--- src/rtl/matrix_pkg.sv ---
// Shared constants, irrigation state encodings and the 5x7 status glyph table.
// Latency: n/a (types, constants and a pure function only).
// Backpressure: n/a.
package matrix_pkg;

    localparam int MATRIX_COLS = 5;
    localparam int MATRIX_ROWS = 7;
    localparam int COL_W       = $clog2(MATRIX_COLS);

    typedef enum logic [1:0] {
        ST_IDLE        = 2'b00,
        ST_GOTEJAMENTO = 2'b01,
        ST_ASPERSAO    = 2'b10
    } irr_state_e;

    // Active-low row image for one column; undefined state 11 shows the idle (dark) image.
    function automatic logic [MATRIX_ROWS-1:0] matrix_pattern(
        input logic [1:0]       state,
        input logic [COL_W-1:0] col
    );
        logic [MATRIX_ROWS-1:0] pat;
        pat = '1;
        case (state)
            ST_ASPERSAO: begin
                case (col)
                    3'd0, 3'd4: pat = 7'b0111001;
                    3'd1, 3'd3: pat = 7'b0011110;
                    3'd2:       pat = 7'b0000000;
                    default:    pat = '1;
                endcase
            end
            ST_GOTEJAMENTO: begin
                case (col)
                    3'd0, 3'd4: pat = 7'b1001111;
                    3'd1, 3'd3: pat = 7'b0000011;
                    3'd2:       pat = 7'b0000001;
                    default:    pat = '1;
                endcase
            end
            default: pat = '1;
        endcase
        return pat;
    endfunction

endpackage

--- src/rtl/matrix_scan_driver_if.sv ---
// Control inputs and matrix pin drive of the scan driver, bundled for port lists.
// Latency: n/a (wiring only).
// Backpressure: none; the driver free-runs and the pins are sampled by nothing.
interface matrix_scan_driver_if;
    import matrix_pkg::*;

    logic                   enable;
    logic [1:0]             state;
    logic                   blink;
    logic [MATRIX_COLS-1:0] col_sel;
    logic [MATRIX_ROWS-1:0] row_n;
    logic                   frame_start;

    // Master is the irrigation controller side, slave is the scan driver.
    modport master (output enable, state, blink, input col_sel, row_n, frame_start);
    modport slave  (input enable, state, blink, output col_sel, row_n, frame_start);

endinterface

--- src/rtl/matrix_scan_timer.sv ---
// Slot prescaler and column counter; emits slot_start, blank and frame_wrap strobes.
// Latency: strobes are combinational from the counter registers (same cycle).
// Backpressure: none; enable low holds both counters at zero.
module matrix_scan_timer
    import matrix_pkg::*;
#(
    parameter int CLK_DIV     = 50000,
    parameter int DEAD_CYCLES = 16,
    parameter int PRESC_W     = $clog2(CLK_DIV)
) (
    input  logic             clk,
    input  logic             rst_n,
    input  logic             enable,
    output logic [COL_W-1:0] col_idx,
    output logic             slot_start,
    output logic             blank,
    output logic             frame_wrap
);

    logic [PRESC_W-1:0] presc_q, presc_d;
    logic [COL_W-1:0]   col_idx_q, col_idx_d;
    logic               presc_last;

    assign presc_last = (presc_q == PRESC_W'(CLK_DIV - 1));

    // Prescaler wraps every CLK_DIV cycles and steps the column; enable low clears both.
    always_comb begin
        presc_d   = presc_q;
        col_idx_d = col_idx_q;
        if (!enable) begin
            presc_d   = '0;
            col_idx_d = '0;
        end else if (presc_last) begin
            presc_d   = '0;
            col_idx_d = (col_idx_q == COL_W'(MATRIX_COLS - 1)) ? '0 : col_idx_q + COL_W'(1);
        end else begin
            presc_d = presc_q + PRESC_W'(1);
        end
    end

    // Counter registers.
    always_ff @(posedge clk or negedge rst_n) begin
        if (!rst_n) begin
            presc_q   <= '0;
            col_idx_q <= '0;
        end else begin
            presc_q   <= presc_d;
            col_idx_q <= col_idx_d;
        end
    end

    assign col_idx    = col_idx_q;
    assign slot_start = (presc_q == '0);
    // Counters sit at zero after reset and while disabled, so the first enabled
    // cycle and every 4->0 column wrap both land here.
    assign frame_wrap = enable && slot_start && (col_idx_q == '0);

    // Dead-time comparison only exists when there is dead time to mark.
    if (DEAD_CYCLES == 0) begin : g_no_dead
        assign blank = 1'b0;
    end else begin : g_dead
        assign blank = (presc_q < PRESC_W'(DEAD_CYCLES));
    end

endmodule

--- src/rtl/matrix_scan_driver.sv ---
// Column-scanned 5x7 LED drive of the irrigation state, image latched per frame; MATRIX_BLINK_EN adds frame blinking.
// Latency: outputs registered, one clock after the counter/state decode.
// Backpressure: none; enable low blanks the pins and restarts the scan at column 0.
module matrix_scan_driver
    import matrix_pkg::*;
#(
    parameter int CLK_DIV      = 50000,
    parameter int DEAD_CYCLES  = 16,
    parameter int BLINK_FRAMES = 25
) (
    input  logic                clk,
    input  logic                rst_n,
    matrix_scan_driver_if.slave bus
);

    localparam int PRESC_W = $clog2(CLK_DIV);

    logic [COL_W-1:0]       col_idx;
    logic                   slot_start;
    logic                   blank;
    logic                   frame_wrap;

    logic [1:0]             state_q, state_d;
    logic                   blink_q, blink_d;
    logic                   frame_off;

    logic [MATRIX_COLS-1:0] col_sel_q, col_sel_d;
    logic [MATRIX_ROWS-1:0] row_n_q, row_n_d;
    logic                   frame_start_q, frame_start_d;

    logic                   unused_sink;

    matrix_scan_timer #(
        .CLK_DIV     (CLK_DIV),
        .DEAD_CYCLES (DEAD_CYCLES),
        .PRESC_W     (PRESC_W)
    ) u_timer (
        .clk        (clk),
        .rst_n      (rst_n),
        .enable     (bus.enable),
        .col_idx    (col_idx),
        .slot_start (slot_start),
        .blank      (blank),
        .frame_wrap (frame_wrap)
    );

    // Sample the requested image only at frame boundaries so a frame never tears.
    always_comb begin
        state_d = state_q;
        blink_d = blink_q;
        if (frame_wrap) begin
            state_d = bus.state;
            blink_d = bus.blink;
        end
    end

`ifdef MATRIX_BLINK_EN
    localparam int FCNT_W = $clog2(2 * BLINK_FRAMES);

    logic [FCNT_W-1:0] fcnt_q, fcnt_d;
    logic              off_q, off_d;

    // Frame counter: first BLINK_FRAMES frames of a blink run are lit, the next
    // BLINK_FRAMES dark; a boundary that sees blink low restarts on the lit phase.
    always_comb begin
        fcnt_d = fcnt_q;
        off_d  = off_q;
        if (!bus.enable) begin
            fcnt_d = '0;
            off_d  = 1'b0;
        end else if (frame_wrap) begin
            off_d = bus.blink && (fcnt_q >= FCNT_W'(BLINK_FRAMES));
            if (!bus.blink || (fcnt_q == FCNT_W'(2 * BLINK_FRAMES - 1))) begin
                fcnt_d = '0;
            end else begin
                fcnt_d = fcnt_q + FCNT_W'(1);
            end
        end
    end

    // Blink phase registers.
    always_ff @(posedge clk or negedge rst_n) begin
        if (!rst_n) begin
            fcnt_q <= '0;
            off_q  <= 1'b0;
        end else begin
            fcnt_q <= fcnt_d;
            off_q  <= off_d;
        end
    end

    assign frame_off = off_d;
`else
    assign frame_off = 1'b0;
`endif

    // blink_q is kept for observability; slot_start is not needed by the decode.
    assign unused_sink = blink_q ^ slot_start ^ (BLINK_FRAMES == 0);

    // Pin decode. state_d/frame_off carry the freshly sampled frame values on the
    // boundary cycle, so slot 0 of column 0 already shows the new image when
    // there is no dead time.
    always_comb begin
        col_sel_d     = '0;
        row_n_d       = '1;
        frame_start_d = 1'b0;
        if (bus.enable) begin
            frame_start_d = frame_wrap;
            if (!blank && !frame_off) begin
                col_sel_d = MATRIX_COLS'(1) << col_idx;
                row_n_d   = matrix_pattern(state_d, col_idx);
            end
        end
    end

    // Latched frame image and registered pin drive; reset blanks the pins at once.
    always_ff @(posedge clk or negedge rst_n) begin
        if (!rst_n) begin
            state_q       <= ST_IDLE;
            blink_q       <= 1'b0;
            col_sel_q     <= '0;
            row_n_q       <= '1;
            frame_start_q <= 1'b0;
        end else begin
            state_q       <= state_d;
            blink_q       <= blink_d;
            col_sel_q     <= col_sel_d;
            row_n_q       <= row_n_d;
            frame_start_q <= frame_start_d;
        end
    end

    assign bus.col_sel     = col_sel_q;
    assign bus.row_n       = row_n_q;
    assign bus.frame_start = frame_start_q;

endmodule

--- src/flat_wrapper.sv ---
// flat-port wrapper written by rule: the top's interface ports become plain ports
module matrix_scan_driver_flat import matrix_pkg::*;
#(
    parameter int CLK_DIV      = 50000,
    parameter int DEAD_CYCLES  = 16,
    parameter int BLINK_FRAMES = 25
)
  (clk, rst_n, bus_enable, bus_state, bus_blink, bus_col_sel, bus_row_n, bus_frame_start);
  matrix_scan_driver_if bus_i ();
  input  logic clk;
  input  logic rst_n;
  input wire logic [$bits(bus_i.enable)-1:0] bus_enable;
  input wire logic [$bits(bus_i.state)-1:0] bus_state;
  input wire logic [$bits(bus_i.blink)-1:0] bus_blink;
  output wire logic [$bits(bus_i.col_sel)-1:0] bus_col_sel;
  output wire logic [$bits(bus_i.row_n)-1:0] bus_row_n;
  output wire logic [$bits(bus_i.frame_start)-1:0] bus_frame_start;
  assign bus_i.enable = bus_enable;
  assign bus_i.state = bus_state;
  assign bus_i.blink = bus_blink;
  assign bus_col_sel = bus_i.col_sel;
  assign bus_row_n = bus_i.row_n;
  assign bus_frame_start = bus_i.frame_start;
  matrix_scan_driver #(.CLK_DIV(CLK_DIV), .DEAD_CYCLES(DEAD_CYCLES), .BLINK_FRAMES(BLINK_FRAMES)) u_core (.clk(clk), .rst_n(rst_n), .bus(bus_i));
endmodule
--- config.mk ---
export PLATFORM = sky130hd
export DESIGN_NAME = matrix_scan_driver_flat
export DESIGN_NICKNAME = d
export VERILOG_FILES = /design/src/rtl/matrix_pkg.sv /design/src/rtl/matrix_scan_driver_if.sv /design/src/rtl/matrix_scan_timer.sv /design/src/rtl/matrix_scan_driver.sv /design/src/flat_wrapper.sv
export SDC_FILE = /design/constraint.sdc
export NUM_CORES = 1
export LEC_CHECK = 0
export BUFFER_PORTS_ARGS = -buffer_cell sky130_fd_sc_hd__buf_4
export CORE_ASPECT_RATIO = 1.4
export CORE_MARGIN = 2
export CORE_UTILIZATION = 49
export DETAILED_ROUTE_END_ITERATION = 8
export PLACE_DENSITY = 0.75
export SLEW_MARGIN = 40
export SYNTH_ARGS = -nofsm -noshare
export SYNTH_HDL_FRONTEND = slang
export SYNTH_SLANG_ARGS = --single-unit
--- constraint.sdc ---
create_clock -name clk -period 5.3 [get_ports clk]
set_clock_uncertainty 0.1 [all_clocks]
set_input_delay 1.06 -clock clk [delete_from_list [all_inputs] [get_ports clk]]
set_output_delay 1.06 -clock clk [all_outputs]
set_load 0.03 [all_outputs]
Word-level counts from Yosys, hierarchy flattened:

Index checks and enable logic that the tools add are counted.
W data, S select, Z words.

* $add $sub $neg: 2
* order comparisons: 1
* equality and inequality tests: 8
* shift-type cells: 1
* muxes and demuxes: 14
* reductions and logical operators: 6

Operators by type and width (count)
* $pmux W7 S3: 2
* $mux W16: 2
* $add A16 B1 Y16 const B: 1
* $eq A16 B16 Y1 const B: 1
* $logic_not A16 Y1: 1
* $lt A16 B5 Y1 const B: 1
* $mux W7: 2
* $pmux W7 S2: 1
* $mux W5: 2
* $mux W3: 3
* $eq A3 B2 Y1 const B: 2
* $shl A1 B3 Y5 const A: 1
* $reduce_or A2 Y1: 2
* $add A3 B1 Y3 const B: 1
* $eq A3 B1 Y1 const B: 1
* $eq A3 B3 Y1 const B: 1
* $logic_not A3 Y1: 1
* $eq A2 B1 Y1 const B: 1
* $eq A2 B2 Y1 const B: 1
* $logic_and A1 B1 Y1: 2
* $mux W2: 1
* $ne A2 B1 Y1 const B: 1
* $mux W1: 1

* register bits after elaboration: 34
* input port bits: 6
* word-level logic and storage cells: 38

Depth between registers and ports, before layout:

Gate-level depths: netlist (run 1).

* word-level depth: 8
* depth in mapped cells: 12

Cells and area by module:

From an unflattened synthesis (run 1), not the netlist that was laid out.

* cell total of the unflattened synthesis: 161
* area total of the unflattened synthesis: 1652.8 µm²

By module, submodules not included
* matrix_scan_timer: times used 1, cells each 105, area each 999.7 µm²
* matrix_scan_driver: times used 1, cells each 56, area each 653.1 µm²

Worst setup path before layout (run 1):

No wires, ideal clock.

* path type: register to register
* from: reg u_core.u_timer.presc_q[12]
* to: reg u_core.row_n_q[2], in the netlist u_core.bus.row_n[2]
* data arrival time: 2639 ps
* slack: 2472 ps
* stages on the path, launching flop included: 11
* buffers on the path: 2
* period minus slack after synthesis: 2828 ps
* path through: dfrtp_1 > or4_4 > nor4_1 > and4_1 > buf_6 > mux2_1 > ha_1 > buf_1 > nor2b_1 > a222oi_1 > nand2_1

* word-level cells in the longest chain between the ends: 8
* elaborated cells between the ends (all ways): 10
* those cells by class: order compare (1); eq/ne (2); mux (4); reduce/logical (3)

RTL lines
* start, declared: RTL line matrix_scan_timer.sv:20 `logic [PRESC_W-1:0] presc_q, presc_d;`
* start signal, assigned: RTL line matrix_scan_timer.sv:47 `presc_q <= presc_d;`
* $logic_not A16 Y1 *: RTL line matrix_scan_timer.sv:53 `assign slot_start = (presc_q == '0);`
* $logic_and A1 B1 Y1 * (2 in series): RTL line matrix_scan_timer.sv:56 `assign frame_wrap = enable && slot_start && (col_idx_q == '0);`
* $mux W2 *: RTL line matrix_scan_driver.sv:51 `if (frame_wrap) begin`
* net u_core.state_d[1]: RTL line matrix_scan_driver.sv:23 `logic [1:0] state_q, state_d;`
* $eq A2 B1 Y1 or $eq A2 B2 Y1 (tied branches): RTL line matrix_pkg.sv:23 `case (state)`
* $pmux W7 S2 *: RTL line matrix_pkg.sv:23
* $mux W7 *: RTL line matrix_scan_driver.sv:109 `if (!blank && !frame_off) begin`
* $mux W7 *: RTL line matrix_scan_driver.sv:107 `if (bus.enable) begin`
* net u_core.row_n_d[2]: RTL line matrix_scan_driver.sv:28 `logic [MATRIX_ROWS-1:0] row_n_q, row_n_d;`
* end signal, assigned: RTL line matrix_scan_driver.sv:128 `row_n_q <= row_n_d;`
* end, declared: RTL line matrix_scan_driver.sv:28

The timed path passes the listed nets; every way through them passes the cells marked *.
A chain may end at the register's enable or synchronous reset.

Worst setup path after layout (run 1):

* from: reg u_core.u_timer.presc_q[12]
* to: reg u_core.row_n_q[4], in the netlist u_core.bus.row_n[4]

The elaborated chain is that of the path after synthesis.

==> impl_metrics.yaml, run 1 <==
status:
  status: "completed"
cells_and_area:
  drive_gt1_share_pct: 19.8
  synthToLayoutAreaGrowth_pct: 13.8
  fin_util_pct: 58.4
  diodes: 0
  final_nets: 201
  num-fill-cells: 299
sta:
  slew-limit-headroom_pct: 72.4
  hold_violations: 0
  setup_slack_ns: 2.17
  setup_viol: 0
  finalSetupTns_ns: 0
  drv_slew: 0
  fin_crit_sh_pct: 59.0
  period_needed_ns: 3.13
  holdWs_ns: 0.425
  rsz0062_at_grt: "no"
  tightest_slew_ns: 0.413
  fmax_mhz: 320
power_and_ir_drop:
  powerDensity_nw_per_um2: 262
  ir_worst_vdd_mv: 0.190
  p_leak_nw: 0.842
critical_path:
  timing.rr.start: "u_core.u_timer.presc_q[12]"
  critPathMaxStageDelay_ns: 0.60
  cp-start-kind: "flip-flop"
  crit_path_top_delay_cell: "or4_4"
  rrSetupSlack_ns: 2.17
  r2r-end: "u_core.bus.row_n[4]"
  critPathKind: "reg -> reg"
  crit_fanout: 7
  required_ns: 5.37
  endpoint_kind: "flip-flop"
  crit_path_cell_trace: "or4_4 > nor4_1 > and4_1 > mux2_1 > ha_1 > nor2_1 > o21ai_0"
  cp_data_arrival_time_ns: 3.20
  reg2reg_depth: 7
detailed_routing:
  antenna_left: 0
  via_per_inst: 5.37
  wire_per_inst_um: 13.8
  num_vias: 1220
  drt_pass1_iterations: 4
  wirelength_um: 3130
  drc: 0
  dr.first_iter.drc_count: 31
clock_network:
  insertion_delay_ns: 0.28
  cts_resized: 0
  clk_pin_slew_ns: 0.07
  cts_tree: "yes"
  cts_setup_buffers: 0
  cts_hold_buffers: 0
  cts_root_buffer: "clkbuf_8"
  clk_path_buf_depth: 2
  cts_buffers: 5
  cts.sinks: 34
  htreeDepth: 2
worst_hold_path:
  worstHoldPathType: "reg -> reg"
  whs_path_depth: 1
  holdPathEnd: "u_core.u_timer.presc_q[0]"
  hold_start: "u_core.u_timer.presc_q[0]"
logic_synthesis:
  synth.area.top_cells: "dfrtp_1 39%, dfstp_2 11%, ha_1 6.5%, xnor2_1 6.1%, nor2_1 5.0%"
  synth_most_common_cell: "dfrtp_1"
  synth_top_flop_cell: "dfrtp_1"
  synthesis.area_um2: 1740
  syn_avg_cell_area_um2: 10.5
  async_reset_ff_share_pct: 100
  yosysUniqueCellTypes: 35
  netlist_top_cells_count: "27 x dfrtp_1, 23 x nor2_1, 12 x xnor2_1"
  synth-seq-cells: 34
  synthesis.nets: 181
  synth_top_area_cell: "dfrtp_1"
  syn-instance-count: 166
  ys_warn_count: 0
  synth_edf_count: 0
  synth_top_area_share_pct: 38.9
  ys_seq_area_share_pct: 49.5
flow_run:
  maxCapViolCount: 0
global_routing:
  grt_pass1_vias: 1252
  grt_max_degree: 35
  overflow: 0
  grt_pass1_wl_um: 5530
  antenna_found_initial: 0
  grt_usage_pct: 19.1
floorplan:
  die_w_um: 54.3
  initial_core_util_pct: 51.4
  die_h_um: 74.4
  core_area_um2: 3380
  die_area_um2: 4040
  rows: 25
  io_pins: 19
place:
  gp_congestion: 0.769
  place_hpwl_um: 2310
  place_ws_ns: 2.22
  port_buffers: 17
==> cell usage in the layout (no fill, tap or decap), types with 2 or more instances in the layout <==
cell / n
nand4_1: 6
buf_4: 17
and2_1: 4
nor3_1: 8
nor4_1: 4
dfrtp_1: 27
clkbuf_8: 6
nand3_1: 4
xnor2_1: 12
ha_1: 9
nor2_1: 23
nor2b_1: 5
or3_1: 2
xor2_1: 2
inv_1: 11
nand2_1: 9
mux2_1: 2
mux2i_1: 5
a21oi_1: 6
dfstp_2: 7
o21ai_0: 4
==> worst max path at each step <==
| stage | from | to | slack (ns) | cells past startpoint |
|---|---|---|---|---|
| 6_report | u_core.u_timer.presc_q[12] | u_core.bus.row_n[4] | 2.17 | 7 |
| 3_5_place_dp | u_core.u_timer.presc_q[12] | u_core.bus.row_n[4] | 2.22 | 7 |
| 5_1_grt | u_core.u_timer.presc_q[12] | u_core.bus.row_n[2] | 1.96 | 8 |
| 3_3_place_gp | u_core.u_timer.presc_q[12] | u_core.bus.row_n[4] | 2.32 | 7 |
| 2_1_floorplan | u_core.u_timer.presc_q[12] | u_core.bus.row_n[2] | 2.47 | 10 |
| 4_1_cts | u_core.u_timer.presc_q[12] | u_core.bus.row_n[4] | 2.18 | 7 |
==> flip-flops by register name (all words and copies together) (netlist names) <==
signal / cells
u_core.bus.row_n: 7
u_core.u_timer.presc_q: 16
u_core.u_timer.col_idx: 3
u_core.bus.frame_start: 1
u_core.state_q: 2
u_core.bus.col_sel: 5
==> worst max-delay path: cells and delay by family, from the launching register on <==
family                     cells  cell delay (ns)
AOI/OAI and AO/OA              1             0.20
DFF                            1             0.43
muxes                          1             0.38
adders and majority gates      1             0.29
and+or+nand+nor                4             1.61
==> through the flow <==
stage | std cells | instance area, um2 | power, mW
floorplan | 166 | 1740 | 0.311
global placement | 219 | 1880 | 0.323
detailed placement | 219 | 1880 | 0.326
CTS | 227 | 1970 | 0.525
global route | 227 | 1970 | 0.545
finish | 227 | 1970 | 0.517
==> layer usage <==
metal	share of wire, %	track usage [%]	up-vias
li1	-	-	603
met5	0	0	-
met4	2.3	10.0	0
met1	40	19.8	580
met3	4.3	5.02	7
met2	54	34.0	30
==> logic make-up after synthesis <==
family / count (synthesis) / share of synthesized area [%]
AND/OR/NAND/NOR: 71 / 21.6
flip-flops: 34 / 49.5
AO/OA/AOI/OAI: 16 / 6.78
buffers and inverters: 15 / 4.33
XOR/XNOR: 14 / 7.07
adder cells (fa/ha/maj): 9 / 6.49
multiplexers: 7 / 4.18
==> power by group <==
part / leakage (nW) / internal [mW] / total [mW] / switching (mW)
combinational: 0.352 / 0.0203 / 0.0503 / 0.0300
clock: 0.0472 / 0.104 / 0.195 / 0.0911
sequential: 0.443 / 0.266 / 0.271 / 0.00486
==> area by class of cell <==
type	instances	area, um2	area share [%]
multi-input cells	117	801	40.6
repair buffers	17	128	6.46
clock inverters	2	12.5	0.634
flip-flops and latches	34	860	43.5
inverters	11	41.3	2.09
clock buffers	6	82.6	4.18
well taps	40	50.0	2.53
(Power assumes the default switching activity.)
==> run 2, diff against run 1 <==
Settings changed: ABC_AREA set to 1, PLACE_DENSITY 0.75 to 0.77.
Clock period 5.3 ns to 2.55 ns, I/O delays scaled along.
==> impl_metrics.yaml, run 2 <==
critical_path:
  required_ns: 2.66
  critPathMaxStageDelay_ns: 0.42
  crit_top_cell: "inv_1"
  cp_num_buf_inv: 3
  crit_path_top_delay_cell: "dfrtp_1"
  crit_fanout: 5
  crit_family: "simple AND/OR/NAND/NOR gates"
  endpoint_kind: "flip-flop"
  cp_data_arrival_time_ns: 2.42
  cp-start-kind: "flip-flop"
  crit_path_cell_trace: "inv_1 > ha_1 > nand3_1 > nor2_1 > nand3_2 > o21ai_2 > inv_1 > ha_1 > inv_1 > nand3_1 > nor2_1 > nand2_1"
  critPathKind: "reg -> reg"
global_routing:
  grt_max_degree: 35
  grt_pass1_wl_um: 6220
  antenna_found_initial: 0
  overflow: 0
  grt_pass1_vias: 1464
  grt_usage_pct: 19.6
clock_network:
  cts_setup_buffers: 0
  clk_pin_slew_ns: 0.07
  cts_root_buffer: "clkbuf_8"
  cts.sinks: 34
  insertion_delay_ns: 0.29
  htreeDepth: 2
  cts_resized: 0
  cts_buffers: 5
  clk_path_buf_depth: 2
  cts_tree: "yes"
  cts_hold_buffers: 0
cells_and_area:
  regMostFlops: "u_core.u_timer.presc_q"
  diodes: 0
  mostFrequentLayoutCells: "53 x nand2_1, 44 x nor2_1, 29 x inv_1, 27 x dfrtp_1, 17 x buf_4"
  final_nets: 260
  layout_commonest_cell: "nand2_1"
  synthToLayoutAreaGrowth_pct: 14.6
  largest_reg_flops: 16
  drive_gt1_share_pct: 19.9
  stdcell_count: 288
floorplan:
  initial_core_util_pct: 50.4
  die_h_um: 75.8
  io_pins: 19
  core_area_um2: 3580
  die_w_um: 55.3
  rows: 26
  die_area_um2: 4190
logic_synthesis:
  synth_edf_count: 0
  synth_most_common_cell: "nand2_1"
  synthesis.area_um2: 1800
  syn-instance-count: 222
  synth_top_area_cell: "dfrtp_1"
  synthesis.nets: 237
  synth.area.top_cells: "dfrtp_1 37%, nand2_1 11%, dfstp_2 10%, nor2_1 9.2%, ha_1 6.2%"
  ys_seq_area_share_pct: 47.7
  ys_warn_count: 0
  syn_avg_cell_area_um2: 8.12
  yosysUniqueCellTypes: 27
  synth_top_flop_cell: "dfrtp_1"
  synth-seq-cells: 34
  netlist_top_cells_count: "53 x nand2_1, 44 x nor2_1, 29 x inv_1"
  async_reset_ff_share_pct: 100
  synth_top_area_share_pct: 37.5
worst_hold_path:
  worstHoldPathType: "in -> async"
detailed_routing:
  wl_met3_um: 131
  drt_pass1_iterations: 4
  met2RoutedLength_um: 1940
  wire_per_inst_um: 12.2
  wirelength_um: 3510
  drc: 0
  num_vias: 1437
  via_per_inst: 4.99
  antenna_left: 0
  dr.max_layer_used: "met4"
  dr.first_iter.drc_count: 19
  wl_met1_um: 1350
sta:
  slew-limit-headroom_pct: 72.2
  fin_crit_sh_pct: 90.6
  hold_violations: 0
  finalSetupTns_ns: 0
  rsz0062_at_grt: "no"
  period_needed_ns: 2.31
  drv_slew: 0
  setup_viol: 0
  fmax_mhz: 433
  tightest_slew_ns: 0.417
power_and_ir_drop:
  powerDensity_nw_per_um2: 512
  p_leak_nw: 1.04
  ir_worst_vdd_mv: 0.371
  total_power_mw: 1.06
place:
  place_hpwl_um: 2690
  port_buffers: 17
  dp_cells: 280
  gp_congestion: 0.887
status:
  status: "completed"
flow_run:
  maxCapViolCount: 0
==> run 2: cell count changes in the layout (fill, tap and decap cells not counted), sizes merged, moves of 6 or more <==
cell   before  now
inv        11   30
nand2       9   56
nand3       4   17
nor2       23   51
nor3        8    2
xnor2      12    1
==> run 2: logic make-up after synthesis <==
logic type,share of synthesized area (%)
fa+ha+maj,6.25
flops,47.7
xor+xnor,2.43
buf+inv,6.66
simple gates,32.8
compound gates,4.16
==> run 2: stage by stage <==
step | area, um2 | worst slack, ns | hold WS [ns] | util, %
finish | 2070 | 0.240 | 0.0569 | 57.7
global route | 2070 | 0.0168 | 0.0881 | 57.7
CTS | 2070 | 0.222 | 0.0659 | 57.7
detailed placement | 1980 | 0.237 | 0.377 | 55.2
global placement | 1980 | 0.359 | 0.375 | 55.2
floorplan | 1800 | 0.564 | 0.114 | -
==> run 2: worst reg2reg max path, stage by stage (launching register included) <==
cell and delay, ns:
dfrtp_1 0.42, inv_1 0.11, ha_1 0.24, nand3_1 0.13, nor2_1 0.15, nand3_2 0.15, o21ai_2 0.17, inv_1 0.08
ha_1 0.27, inv_1 0.05, nand3_1 0.13, nor2_1 0.16, nand2_1 0.08
==> run 2: area by class of cell <==
type                            count  area (um2)
Clock buffer                        8        90.1
Fill cell                         353        1510
Inverter                           30         113
Multi-Input combinational cell    157         823
Sequential cell                    34         860
Tap cell                           42        52.6
Timing Repair Buffer               17         128
==> run 2: where the power goes <==
part	switching (mW)	internal (mW)	total, mW
Clock	0.184	0.220	0.404
Sequential	0.00689	0.552	0.559
Combinational	0.0633	0.0313	0.0946
Total	0.254	0.804	1.06
==> run 2: routing by layer <==
layer / global-route usage [%] / vias to the layer above
met5: 0 / -
met4: 9.76 / 0
met3: 5.09 / 7
met2: 38.1 / 26
met1: 19.5 / 673
li1: - / 731
==> run 2: path summary, 6_finish.rpt <==
check | start | to | slack [ns] | cells past startpoint
min in group clk | bus_state[1] | u_core.state_q[1] | 0.37 | 3
worst max register to register | u_core.u_timer.col_idx[0] | u_core.bus.row_n[5] | 0.24 | 12
max in group asynchronous | rst_n | u_core.bus.row_n[5] | 1.96 | 1
worst min register to register | u_core.u_timer.presc_q[0] | u_core.u_timer.presc_q[0] | 0.41 | 1
worst min-delay path | rst_n | u_core.bus.frame_start | 0.06 | 1
worst max-delay path | u_core.u_timer.col_idx[0] | u_core.bus.row_n[5] | 0.24 | 12
